File: config.mk
export PLATFORM = sky130hd
export DESIGN_NAME = traffic_lights_xing
export DESIGN_NICKNAME = d
export VERILOG_FILES = /design/src/rtl/traffic_lights_xing.sv
export SDC_FILE = /design/constraint.sdc
export NUM_CORES = 1
export LEC_CHECK = 0
export CAP_MARGIN = 20
export CORE_MARGIN = 4
export CORE_UTILIZATION = 60
export CTS_CLUSTER_SIZE = 16
export DETAILED_ROUTE_END_ITERATION = 7
export PLACE_DENSITY = 0.83
export SLEW_MARGIN = 20
export SYNTH_ARGS = -nofsm -noshare
export SYNTH_HDL_FRONTEND = slang
export SYNTH_SLANG_ARGS = --single-unit
File: constraint.sdc
create_clock -name clk_i -period 12.25 [get_ports clk_i]
set_input_delay 3.675 -clock clk_i [delete_from_list [all_inputs] [get_ports clk_i]]
set_output_delay 3.675 -clock clk_i [all_outputs]
set_load 0.02 [all_outputs]
File: src/rtl/traffic_lights_xing.sv
// rtl/traffic_lights_xing.sv - two-approach intersection controller with all-red clearance and blink mode
module traffic_lights_xing #(
    parameter int WIDTH                 = 16,
    parameter int CLK_PER_MS            = 1000,
    parameter int BLINK_HALF_PERIOD_MS  = 2,
    parameter int BLINK_GREEN_TIME_TICK = 5,
    parameter int RED_YELLOW_MS         = 10,
    parameter int ALL_RED_MS            = 4,
    parameter int DEF_GREEN_MS          = 20
) (
    input  logic             clk_i,
    input  logic             srst_i,
    input  logic [2:0]       cmd_type_i,
    input  logic             cmd_valid_i,
    input  logic [WIDTH-1:0] cmd_data_i,
    output logic [1:0]       red_o,
    output logic [1:0]       yellow_o,
    output logic [1:0]       green_o,
    output logic [3:0]       phase_o
);

    localparam int CW    = WIDTH + 1;
    localparam int PW    = (CLK_PER_MS > 1) ? $clog2(CLK_PER_MS) : 1;
    localparam int BW    = (BLINK_HALF_PERIOD_MS > 1) ? $clog2(BLINK_HALF_PERIOD_MS) : 1;
    localparam int GB_MS = 2 * BLINK_HALF_PERIOD_MS * BLINK_GREEN_TIME_TICK;

    typedef enum logic [3:0] {
        PH_OFF   = 4'd0,
        PH_AR_A  = 4'd1,
        PH_A_RY  = 4'd2,
        PH_A_G   = 4'd3,
        PH_A_GB  = 4'd4,
        PH_A_Y   = 4'd5,
        PH_AR_B  = 4'd6,
        PH_B_RY  = 4'd7,
        PH_B_G   = 4'd8,
        PH_B_GB  = 4'd9,
        PH_B_Y   = 4'd10,
        PH_BLINK = 4'd11
    } phase_t;

    phase_t           phase_q, phase_d;
    logic [PW-1:0]    presc_q, presc_d;
    logic [CW-1:0]    cnt_q, cnt_d;
    logic [BW-1:0]    bcnt_q, bcnt_d;
    logic             blink_q, blink_d;
    logic [WIDTH-1:0] green_a_q, green_a_d;
    logic [WIDTH-1:0] green_b_q, green_b_d;
    logic [WIDTH-1:0] yellow_q, yellow_d;

    logic             tick;
    logic             in_ring;
    logic             phase_end;
    logic             restart;
    logic [CW-1:0]    dur;
    logic [WIDTH-1:0] set_val;

    always_ff @(posedge clk_i) begin
        if (!srst_i) begin
            phase_q   <= PH_OFF;
            presc_q   <= '0;
            cnt_q     <= '0;
            bcnt_q    <= '0;
            blink_q   <= 1'b0;
            green_a_q <= WIDTH'(DEF_GREEN_MS);
            green_b_q <= WIDTH'(DEF_GREEN_MS);
            yellow_q  <= WIDTH'(DEF_GREEN_MS);
        end else begin
            phase_q   <= phase_d;
            presc_q   <= presc_d;
            cnt_q     <= cnt_d;
            bcnt_q    <= bcnt_d;
            blink_q   <= blink_d;
            green_a_q <= green_a_d;
            green_b_q <= green_b_d;
            yellow_q  <= yellow_d;
        end
    end

    always_comb begin
        tick      = (presc_q == PW'(CLK_PER_MS - 1));
        in_ring   = (phase_q != PH_OFF) && (phase_q != PH_BLINK);
        set_val   = (cmd_data_i == '0) ? WIDTH'(1) : cmd_data_i;
        case (phase_q)
            PH_AR_A, PH_AR_B: dur = CW'(ALL_RED_MS);
            PH_A_RY, PH_B_RY: dur = CW'(RED_YELLOW_MS);
            PH_A_G:           dur = {1'b0, green_a_q};
            PH_B_G:           dur = {1'b0, green_b_q};
            PH_A_GB, PH_B_GB: dur = CW'(GB_MS);
            PH_A_Y, PH_B_Y:   dur = {1'b0, yellow_q};
            default:          dur = CW'(1);
        endcase
        phase_end = in_ring && tick && (cnt_q == dur - CW'(1));

        phase_d   = phase_q;
        restart   = 1'b0;
        green_a_d = green_a_q;
        green_b_d = green_b_q;
        yellow_d  = yellow_q;
        presc_d   = (phase_q == PH_OFF) ? '0 : (tick ? '0 : presc_q + PW'(1));
        cnt_d     = (in_ring && tick) ? cnt_q + CW'(1) : cnt_q;
        bcnt_d    = bcnt_q;
        blink_d   = blink_q;
        if (tick) begin
            if (bcnt_q == BW'(BLINK_HALF_PERIOD_MS - 1)) begin
                bcnt_d  = '0;
                blink_d = ~blink_q;
            end else begin
                bcnt_d = bcnt_q + BW'(1);
            end
        end

        if (phase_q > PH_BLINK) begin
            phase_d = PH_OFF;
            restart = 1'b1;
        end else if (cmd_valid_i) begin
            case (cmd_type_i)
                3'd0: if (!in_ring) begin
                    phase_d = PH_AR_A;
                    restart = 1'b1;
                end
                3'd1: begin
                    phase_d = PH_OFF;
                    restart = 1'b1;
                end
                3'd2: begin
                    phase_d = PH_BLINK;
                    restart = 1'b1;
                end
                3'd3: if (phase_q == PH_BLINK) green_a_d = set_val;
                3'd4: if (phase_q == PH_BLINK) green_b_d = set_val;
                3'd5: if (phase_q == PH_BLINK) yellow_d = set_val;
                default: ;
            endcase
        end

        // An ignored command must not suppress the normal ring advance.
        if (!restart && phase_end) begin
            restart = 1'b1;
            case (phase_q)
                PH_AR_A: phase_d = PH_A_RY;
                PH_A_RY: phase_d = PH_A_G;
                PH_A_G:  phase_d = PH_A_GB;
                PH_A_GB: phase_d = PH_A_Y;
                PH_A_Y:  phase_d = PH_AR_B;
                PH_AR_B: phase_d = PH_B_RY;
                PH_B_RY: phase_d = PH_B_G;
                PH_B_G:  phase_d = PH_B_GB;
                PH_B_GB: phase_d = PH_B_Y;
                default: phase_d = PH_AR_A;
            endcase
        end

        if (restart) begin
            presc_d = '0;
            cnt_d   = '0;
            bcnt_d  = '0;
            blink_d = 1'b0;
        end
    end

    always_comb begin
        red_o    = 2'b00;
        yellow_o = 2'b00;
        green_o  = 2'b00;
        case (phase_q)
            PH_AR_A, PH_AR_B: red_o = 2'b11;
            PH_A_RY: begin red_o = 2'b11; yellow_o = 2'b01; end
            PH_A_G:  begin red_o = 2'b10; green_o  = 2'b01; end
            PH_A_GB: begin red_o = 2'b10; green_o  = {1'b0, ~blink_q}; end
            PH_A_Y:  begin red_o = 2'b10; yellow_o = 2'b01; end
            PH_B_RY: begin red_o = 2'b11; yellow_o = 2'b10; end
            PH_B_G:  begin red_o = 2'b01; green_o  = 2'b10; end
            PH_B_GB: begin red_o = 2'b01; green_o  = {~blink_q, 1'b0}; end
            PH_B_Y:  begin red_o = 2'b01; yellow_o = 2'b10; end
            PH_BLINK: yellow_o = {~blink_q, ~blink_q};
            default: ;
        endcase
    end

    assign phase_o = phase_q;

endmodule

=== Word-level counts from Yosys, hierarchy flattened ===
Memories as Yosys holds them, arrays and structs flattened. A register that Yosys moved wholly into a read port is not among the register bits.
Cells that the tools add are included.

* Register bits after elaboration: 81
* Bits in read-only memories: 64
* Output and inout bits: 10
* Logic and storage cells: 83
* Memories kept: 1

* $add $sub $neg: 4
* Magnitude comparators: 1
* Equal/unequal tests: 20
* Multiplexer cells: 18
* Bitwise gates (word level): 3
* Reductions and logical operators: 28

{| class="wikitable"
|+ Memories
! memory !! depth !! bits a word !! read ports !! clocked after Yosys merged registers in !! write ports !! line !! RTL
|-
| (name not given) || 16 || 4 || 1 || 1 || 0 || 140 || <nowiki>case (phase_q)</nowiki>
|}

{| class="wikitable"
|+ Operator list
! kind !! number
|-
| 16-bit case mux with 6 select lines || 1
|-
| 4-bit two-way mux || 6
|-
| 17-bit by 1-bit adder with 17-bit output, second input constant || 1
|-
| 17-bit == test || 1
|-
| 17-bit by 1-bit subtractor with 17-bit output, second input constant || 1
|-
| 4-bit by 3-bit == test with 1-bit output, second input constant || 4
|-
| 4-bit == test, second input constant || 4
|-
| 16-bit logical NOT || 1
|-
| 16-bit two-way mux || 1
|-
| 2-bit OR reduction || 8
|-
| 2-bit case mux with 3 select lines || 2
|-
| 4-bit case mux with 3 select lines || 1
|-
| 4-bit AND reduction || 3
|-
| 10-bit by 1-bit adder with 10-bit output, second input constant || 1
|-
| 10-bit == test, second input constant || 1
|-
| 4-bit by 2-bit == test with 1-bit output, second input constant || 2
|-
| 4-bit != test, second input constant || 2
|-
| 2-bit case mux with 4 select lines || 1
|-
| 4-bit OR reduction || 2
|-
| 3-bit by 2-bit == test with 1-bit output, second input constant || 2
|-
| 3-bit == test, second input constant || 2
|-
| 3-bit OR reduction || 2
|-
| 1-bit two-way mux || 5
|-
| 5-bit nonzero test || 1
|-
| 14 further kinds || 19
|}

=== Longest topological paths before layout ===
Gate-level depths: netlist (run 1).

* Depth after elaboration: 12
* Gate-level depth with buffers: 18

=== Least setup slack after synthesis (run 1) ===
No wires, ideal clock.

* Kind: in2reg
* From: input port cmd_type_i[0]
* To: register (tool-made name)
* Library setup time: 70 ps
* Arrival: 5,371 ps
* Slack: 6,809 ps
* Cell stages on the path: 8
* Buffers on the path: 0
* Path through: or3_1 > nand2_1 > o21ai_0 > o31ai_1 > a21oi_2 > ha_1 > or3_1 > a21oi_1

{| class="wikitable"
|+ RTL lines
! item !! line !! RTL
|-
| start: declaration || 13 || <nowiki>input logic [2:0] cmd_type_i,</nowiki>
|}

=== Final worst setup path (run 1) ===
* From: input port cmd_type_i[0]
* To: register presc_q[8]

* Cells in the longest elaborated chain, start to end: 9
* Elaborated cells on any way between the ends: 11
* Classes of those cells: eq/ne: 2; mux: 4; reduce/logical: 5

{| class="wikitable"
|+ RTL lines
! item !! line !! RTL
|-
| 3-bit by 2-bit == test with 1-bit output / 3-bit by 1-bit == test with 1-bit output (equally long branches) || 117 || <nowiki>case (cmd_type_i)</nowiki>
|-
| 2-bit OR reduction (no line) || -- ||
|-
| 1-bit case mux with 2 select lines * || 117 ||
|-
| 1-bit two-way mux * || 116 || <nowiki>end else if (cmd_valid_i) begin</nowiki>
|-
| 1-bit two-way mux * || 113 || <nowiki>if (phase_q > PH_BLINK) begin</nowiki>
|-
| 1-bit logical NOT || 138 || <nowiki>if (!restart && phase_end) begin</nowiki>
|-
| 1-bit logical AND || 138 ||
|-
| 1-bit two-way mux * || 138 ||
|-
| 4-bit OR reduction (no line) * || -- ||
|-
| end signal: assignment || 70 || <nowiki>presc_q <= presc_d;</nowiki>
|-
| end: declaration || 43 || <nowiki>logic [PW-1:0] presc_q, presc_d;</nowiki>
|}

Every way passes the cells marked *; elsewhere a longest branch is shown, timed or not.
A chain may end at the register's enable or synchronous reset.

==> results of run 1 <==
-- worst max-delay path, stage by stage --
cell and delay, ns:
clkdlybuf4s50_1 0.53, or3_1 0.42, nand2_1 0.07, o21ai_0 0.24, or2_2 0.42, or2_1 0.46
a211o_1 0.51, nor2_1 0.15
-- metrics by stage --
step,worst slack [ns],hold slack [ns]
6_report,6.07,0.454
5_1_grt,5.88,0.475
4_1_cts,5.33,0.456
3_5_place_dp,4.98,0.444
3_3_place_gp,5.06,0.439
2_1_floorplan,6.81,0.430
-- worst paths after layout --
path,to,slack [ns],depth (start not counted)
min,green_b_q[6],0.45,2
max,presc_q[8],6.07,8
min reg2reg,green_b_q[6],0.45,2
max reg2reg,register,7.02,16
-- state kept, by name, indices dropped and copies added, names as in the netlist, named ones only --
signal,cells
green_b_q,16
cnt_q,17
blink_q,1
presc_q,10
yellow_q,16
phase_o,4
green_a_q,16
bcnt_q,1
-- cells by family (layout without fill, tap and decap cells) --
kind of cell	after synthesis	count (layout)	share of synthesized area
muxes	7	7	0.0148
and+or+nand+nor	301	301	0.315
xor gates and xnor gates	42	42	0.0764
adders and majority gates	4	4	0.0104
AOI/OAI and AO/OA	129	129	0.181
DFF	85	85	0.354
buffers and inverters	41	60	0.0491
-- cell usage in the layout, fill, tap and decap left out, types with 4 or more instances in the layout --
cell,netlist,final
or3_1,5,5
xor2_1,23,23
or4bb_1,5,5
o21ai_0,9,9
a21o_1,7,7
nor3_1,12,11
nor4_1,5,4
nand2_1,120,120
o211ai_1,6,6
inv_1,6,6
ha_1,4,4
and3_1,6,6
a211o_1,4,4
a211oi_1,8,8
a22oi_1,5,5
clkdlybuf4s50_1,0,31
nand4b_1,8,8
buf_4,1,5
dfxtp_1,85,85
nand2b_1,8,8
a22o_1,4,4
nand3_1,27,27
mux2i_1,6,6
nor2_1,62,62
nand4_1,6,6
xnor2_1,19,19
and2_1,4,4
a21oi_1,55,55
clkbuf_8,0,10
and4_1,4,4
-- where the power goes --
group          switching, mW  internal (mW)
registers            0.00177          0.277
clock network          0.103          0.142
logic                 0.0341         0.0240
total                  0.139          0.443
-- per-layer routing --
metal  wire length (µm)  GRT usage  vias up
met5                  0          0        -
met4                321     0.0937        0
met3                675     0.0438       31
met2               5420      0.389      148
met1               5140      0.315     2084
li1                   -          -     2165
-- final cells by class --
type                       count  area (µm²)  area share
multi-input combinational    483        2890       0.539
sequential                    85        1700       0.318
timing repair buffer          37         359      0.0671
clock buffer                  11         141      0.0264
tap                          102         128      0.0239
clock inverter                 5         108      0.0201
inverter                       7        26.3     0.00491
==> impl_metrics.json, run 1 <==
{
  "status": "complete, no violations",
  "cts_resized": 0,
  "cts.sinks": 85,
  "overflow": 0,
  "cp.required_ns": 12.54,
  "cts-root-buf": "clkbuf_8",
  "drt_pass1_iterations": 5,
  "slew_violations": 0,
  "p_leak_nw": 1.87,
  "setup_violations": 0,
  "h-tree-depth": 3,
  "worst_slew_pin_slew_ns": 0.776,
  "synth-seq-cells": 85,
  "rows": 32,
  "final_util": 0.689,
  "ys_top_cells_by_count": "120 x nand2_1, 85 x dfxtp_1, 62 x nor2_1, 55 x a21oi_1, 27 x nand3_1",
  "syn_nets": 635,
  "ant_nets": 0,
  "max_freq_mhz": 162,
  "num_antenna_cells": 0,
  "nNetsFinal": 649,
  "synth_ff_type": "dfxtp_1",
  "grt_pass1_wl_mm": 19.1,
  "fp.dieArea_um2": 9520,
  "crit_path_max_fanout": 20,
  "cp-end-kind": "register",
  "grt_max_degree": 44,
  "path_class": "in -> reg",
  "slew_headroom": 0.482,
  "path_clk_slew_ns": 0.09,
  "syn_to_final_growth_pct": 11.2,
  "startpoint_type": "input port",
  "synth_top_area_cell": "dfxtp_1",
  "routed_wirelength_mm": 11.6,
  "hp-start": "green_b_q[6]",
  "clock_skew_ns": 0.0143,
  "fin_crit_sh": 0.505,
  "cts_max_path_buffers": 2,
  "cp.arrival_ns": 6.47,
  "grt_pass1_vias": 4005,
  "ys.warnings.count": 0,
  "hold_viol_final": 0,
  "synthCells": 609,
  "cts_tree": "yes",
  "drt-vias-per-instance": 6.07,
  "n_fill_cell": 634,
  "fin_tns_setup_ns": 0,
  "final_area_um2": 5350,
  "final_cell_count_no_fill": 730,
  "rr_startpoint": "phase_o[1]",
  "port-buffer-count": 31,
  "antenna_found_initial": 0,
  "hpwl_mm": 8.14,
  "placed_cells_incl_taps": 714,
  "avgSynthCellArea_um2": 7.90,
  "ir_worst_vdd_uv": 80.2,
  "syn_area_um2": 4810,
  "postCtsSetupRepairBufs": 0,
  "vias": 4428,
  "rsz0062_at_grt": "false",
  "floorplan.die.height_um": 97.6,
  "drt_iter0_drc": 288,
  "synth.yosys.seq_area_share": 0.354,
  "p_per_area_nw_per_um2": 109,
  "placed_cell_area_um2": 5100,
  "gp_congestion": 0.882,
  "synth.top_cell.area_share": 0.354,
  "maxCapViolCount": 0,
  "worstHoldPathType": "reg -> reg",
  "yosysUniqueCellTypes": 77,
  "core_area_um2": 7770,
  "start_util": 0.620,
  "grt_use_total": 0.240,
  "drive_above_1_share": 0.0748,
  "synthArstFlopShare": 0,
  "ioPinCount": 32,
  "worstSetupStartpoint": "cmd_type_i[0]",
  "numCtsBuffers": 9,
  "drc": 0,
  "ys_top_cells_by_area": "dfxtp_1 35%, nand2_1 9.4%, a21oi_1 5.7%",
  "synth-edff-count": 0,
  "min_period_ns": 6.18,
  "wl_per_cell_um": 15.8,
  "hold_buffers": 0,
  "yosysMostFrequentCell": "nand2_1",
  "clk_latency_ns": 0.36,
  "fin_total_pwr_mw": 0.582,
  "die_w_um": 97.6
}
No activity file was read; power rests on OpenSTA's default activity.
==> inputs of run 2 (changes only) <==
--- a/config.mk
+++ b/config.mk
@@ -7,10 +7,10 @@
 export LEC_CHECK = 0
 export CAP_MARGIN = 20
 export CORE_MARGIN = 4
-export CORE_UTILIZATION = 60
+export CORE_UTILIZATION = 54
 export CTS_CLUSTER_SIZE = 16
 export DETAILED_ROUTE_END_ITERATION = 7
-export PLACE_DENSITY = 0.83
+export PLACE_DENSITY = 0.79
 export SLEW_MARGIN = 20
 export SYNTH_ARGS = -nofsm -noshare
 export SYNTH_HDL_FRONTEND = slang
==> constraint.sdc (replaced) <==
create_clock -name clk_i -period 5.65 [get_ports clk_i]
set_input_delay 1.695 -clock clk_i [delete_from_list [all_inputs] [get_ports clk_i]]
set_output_delay 1.695 -clock clk_i [all_outputs]
set_load 0.02 [all_outputs]
==> impl_metrics.json, run 2 (synthesis gave the netlist of run 1 again) <==
{
  "final_common_cell": "nand2_1",
  "min_period_ns": 5.04,
  "crit_path_max_fanout": 23,
  "cts_resized": 0,
  "fin_crit_sh": 0.892,
  "clk_latency_ns": 0.36,
  "p_leak_nw": 1.86,
  "drt_pass1_iterations": 5,
  "floorplan.die.height_um": 102,
  "antenna_found_initial": 0,
  "num_antenna_cells": 0,
  "cts.sinks": 85,
  "grt_pass1_vias": 3982,
  "p_per_area_nw_per_um2": 225,
  "setup_violations": 0,
  "register_area_um2": 1700,
  "cts_max_path_buffers": 2,
  "die_w_um": 102,
  "core_area_um2": 8680,
  "postCtsSetupRepairBufs": 0,
  "h-tree-depth": 3,
  "cp-end-kind": "register",
  "placed_cells_incl_taps": 721,
  "ioPinCount": 32,
  "status": "complete, no violations",
  "multi_input_area_um2": 2890,
  "slew_headroom": 0.506,
  "maxCapViolCount": 0,
  "fin_total_pwr_mw": 1.20,
  "placed_cell_area_um2": 5110,
  "worst_slew_pin_slew_ns": 0.738,
  "numCtsBuffers": 9,
  "rows": 34,
  "vias": 4363,
  "drt_iter0_drc": 351,
  "n_fill_cell": 782,
  "ant_nets": 0,
  "final_area_um2": 5330,
  "start_util": 0.554,
  "clock_skew_ns": 0.0144,
  "slew_violations": 0,
  "hold_viol_final": 0,
  "overflow": 0,
  "path_clk_slew_ns": 0.10,
  "fp.dieArea_um2": 10500,
  "port-buffer-count": 31,
  "routed_wirelength_mm": 11.6,
  "final_cell_count_no_fill": 737,
  "hpwl_mm": 8.51,
  "cts-root-buf": "clkbuf_8",
  "drive_above_1_share": 0.0763,
  "grt_max_degree": 43,
  "gp_congestion": 0.868,
  "max_freq_mhz": 198,
  "startpoint_type": "register",
  "drc": 0,
  "cp.arrival_ns": 5.35,
  "final_util": 0.614,
  "regMostFlops": "cnt_q",
  "worstHoldPathType": "reg -> reg",
  "drt-vias-per-instance": 5.92,
  "ir_worst_vdd_uv": 159,
  "path_class": "reg -> reg",
  "grt_use_total": 0.228,
  "syn_to_final_growth_pct": 10.8,
  "hold_buffers": 0,
  "rsz0062_at_grt": "false",
  "final_cell_mix": "120 x nand2_1, 85 x dfxtp_1, 62 x nor2_1",
  "cp.required_ns": 5.95,
  "grt_pass1_wl_mm": 19.0,
  "largest_register_ffs": 17,
  "fin_tns_setup_ns": 0,
  "cts_tree": "yes",
  "wl_per_cell_um": 15.7,
  "nNetsFinal": 650
}
-- run 2: per-stage QoR --
| stage | hold slack, ns | worst slack (ns) |
|---|---|---|
| after detailed placement | 0.452 | 0.636 |
| after floorplan | 0.430 | 1.51 |
| after global placement | 0.445 | 0.872 |
| final | 0.463 | 0.608 |
| after global routing | 0.487 | 0.291 |
| after CTS | 0.466 | 0.658 |
-- run 2: final cells by class --
type	count	share of cell area
Clock buffer	10	0.0258
Clock inverter	6	0.0143
Inverter	7	0.00493
Multi-Input combinational cell	483	0.542
Sequential cell	85	0.319
Tap cell	108	0.0253
Timing Repair Buffer	38	0.0681
-- run 2: path summary, 6_finish.rpt --
check             cells past startpoint   startpoint  slack, ns     endpoint
hold reg to reg                       2  yellow_q[7]       0.46  yellow_q[7]
setup / recovery                     17   phase_o[0]       0.61     register
hold / removal                        2  yellow_q[7]       0.46  yellow_q[7]
setup reg to reg                     17   phase_o[0]       0.61     register
-- run 2: routing by layer --
layer  GRT usage  part of all wire  vias to the layer above
li1            -                 -                     2180
met1       0.315              0.45                     2039
met2       0.363              0.47                      128
met3      0.0334             0.062                       16
met4      0.0848             0.017                        0
met5           0                 0                        -
-- run 2: where the power goes --
group,switching (mW),internal (mW)
registers,0.00555,0.602
logic,0.0702,0.0531
clock network,0.242,0.225
-- run 2: worst max-delay path, cell delays in order, from the launching register on --
cell	delay [ns]
dfxtp_1	0.73
buf_4	0.32
or4bb_1	0.49
nand2_2	0.26
a32oi_1	0.18
ha_1	0.27
o21ai_1	0.18
nor4_4	0.11
nand4_2	0.13
mux2_2	0.34
o311ai_1	0.28
o2111a_2	0.38
mux2i_1	0.28
o21ai_2	0.12
and2_1	0.21
ha_1	0.18
or3_1	0.36
a21oi_1	0.14
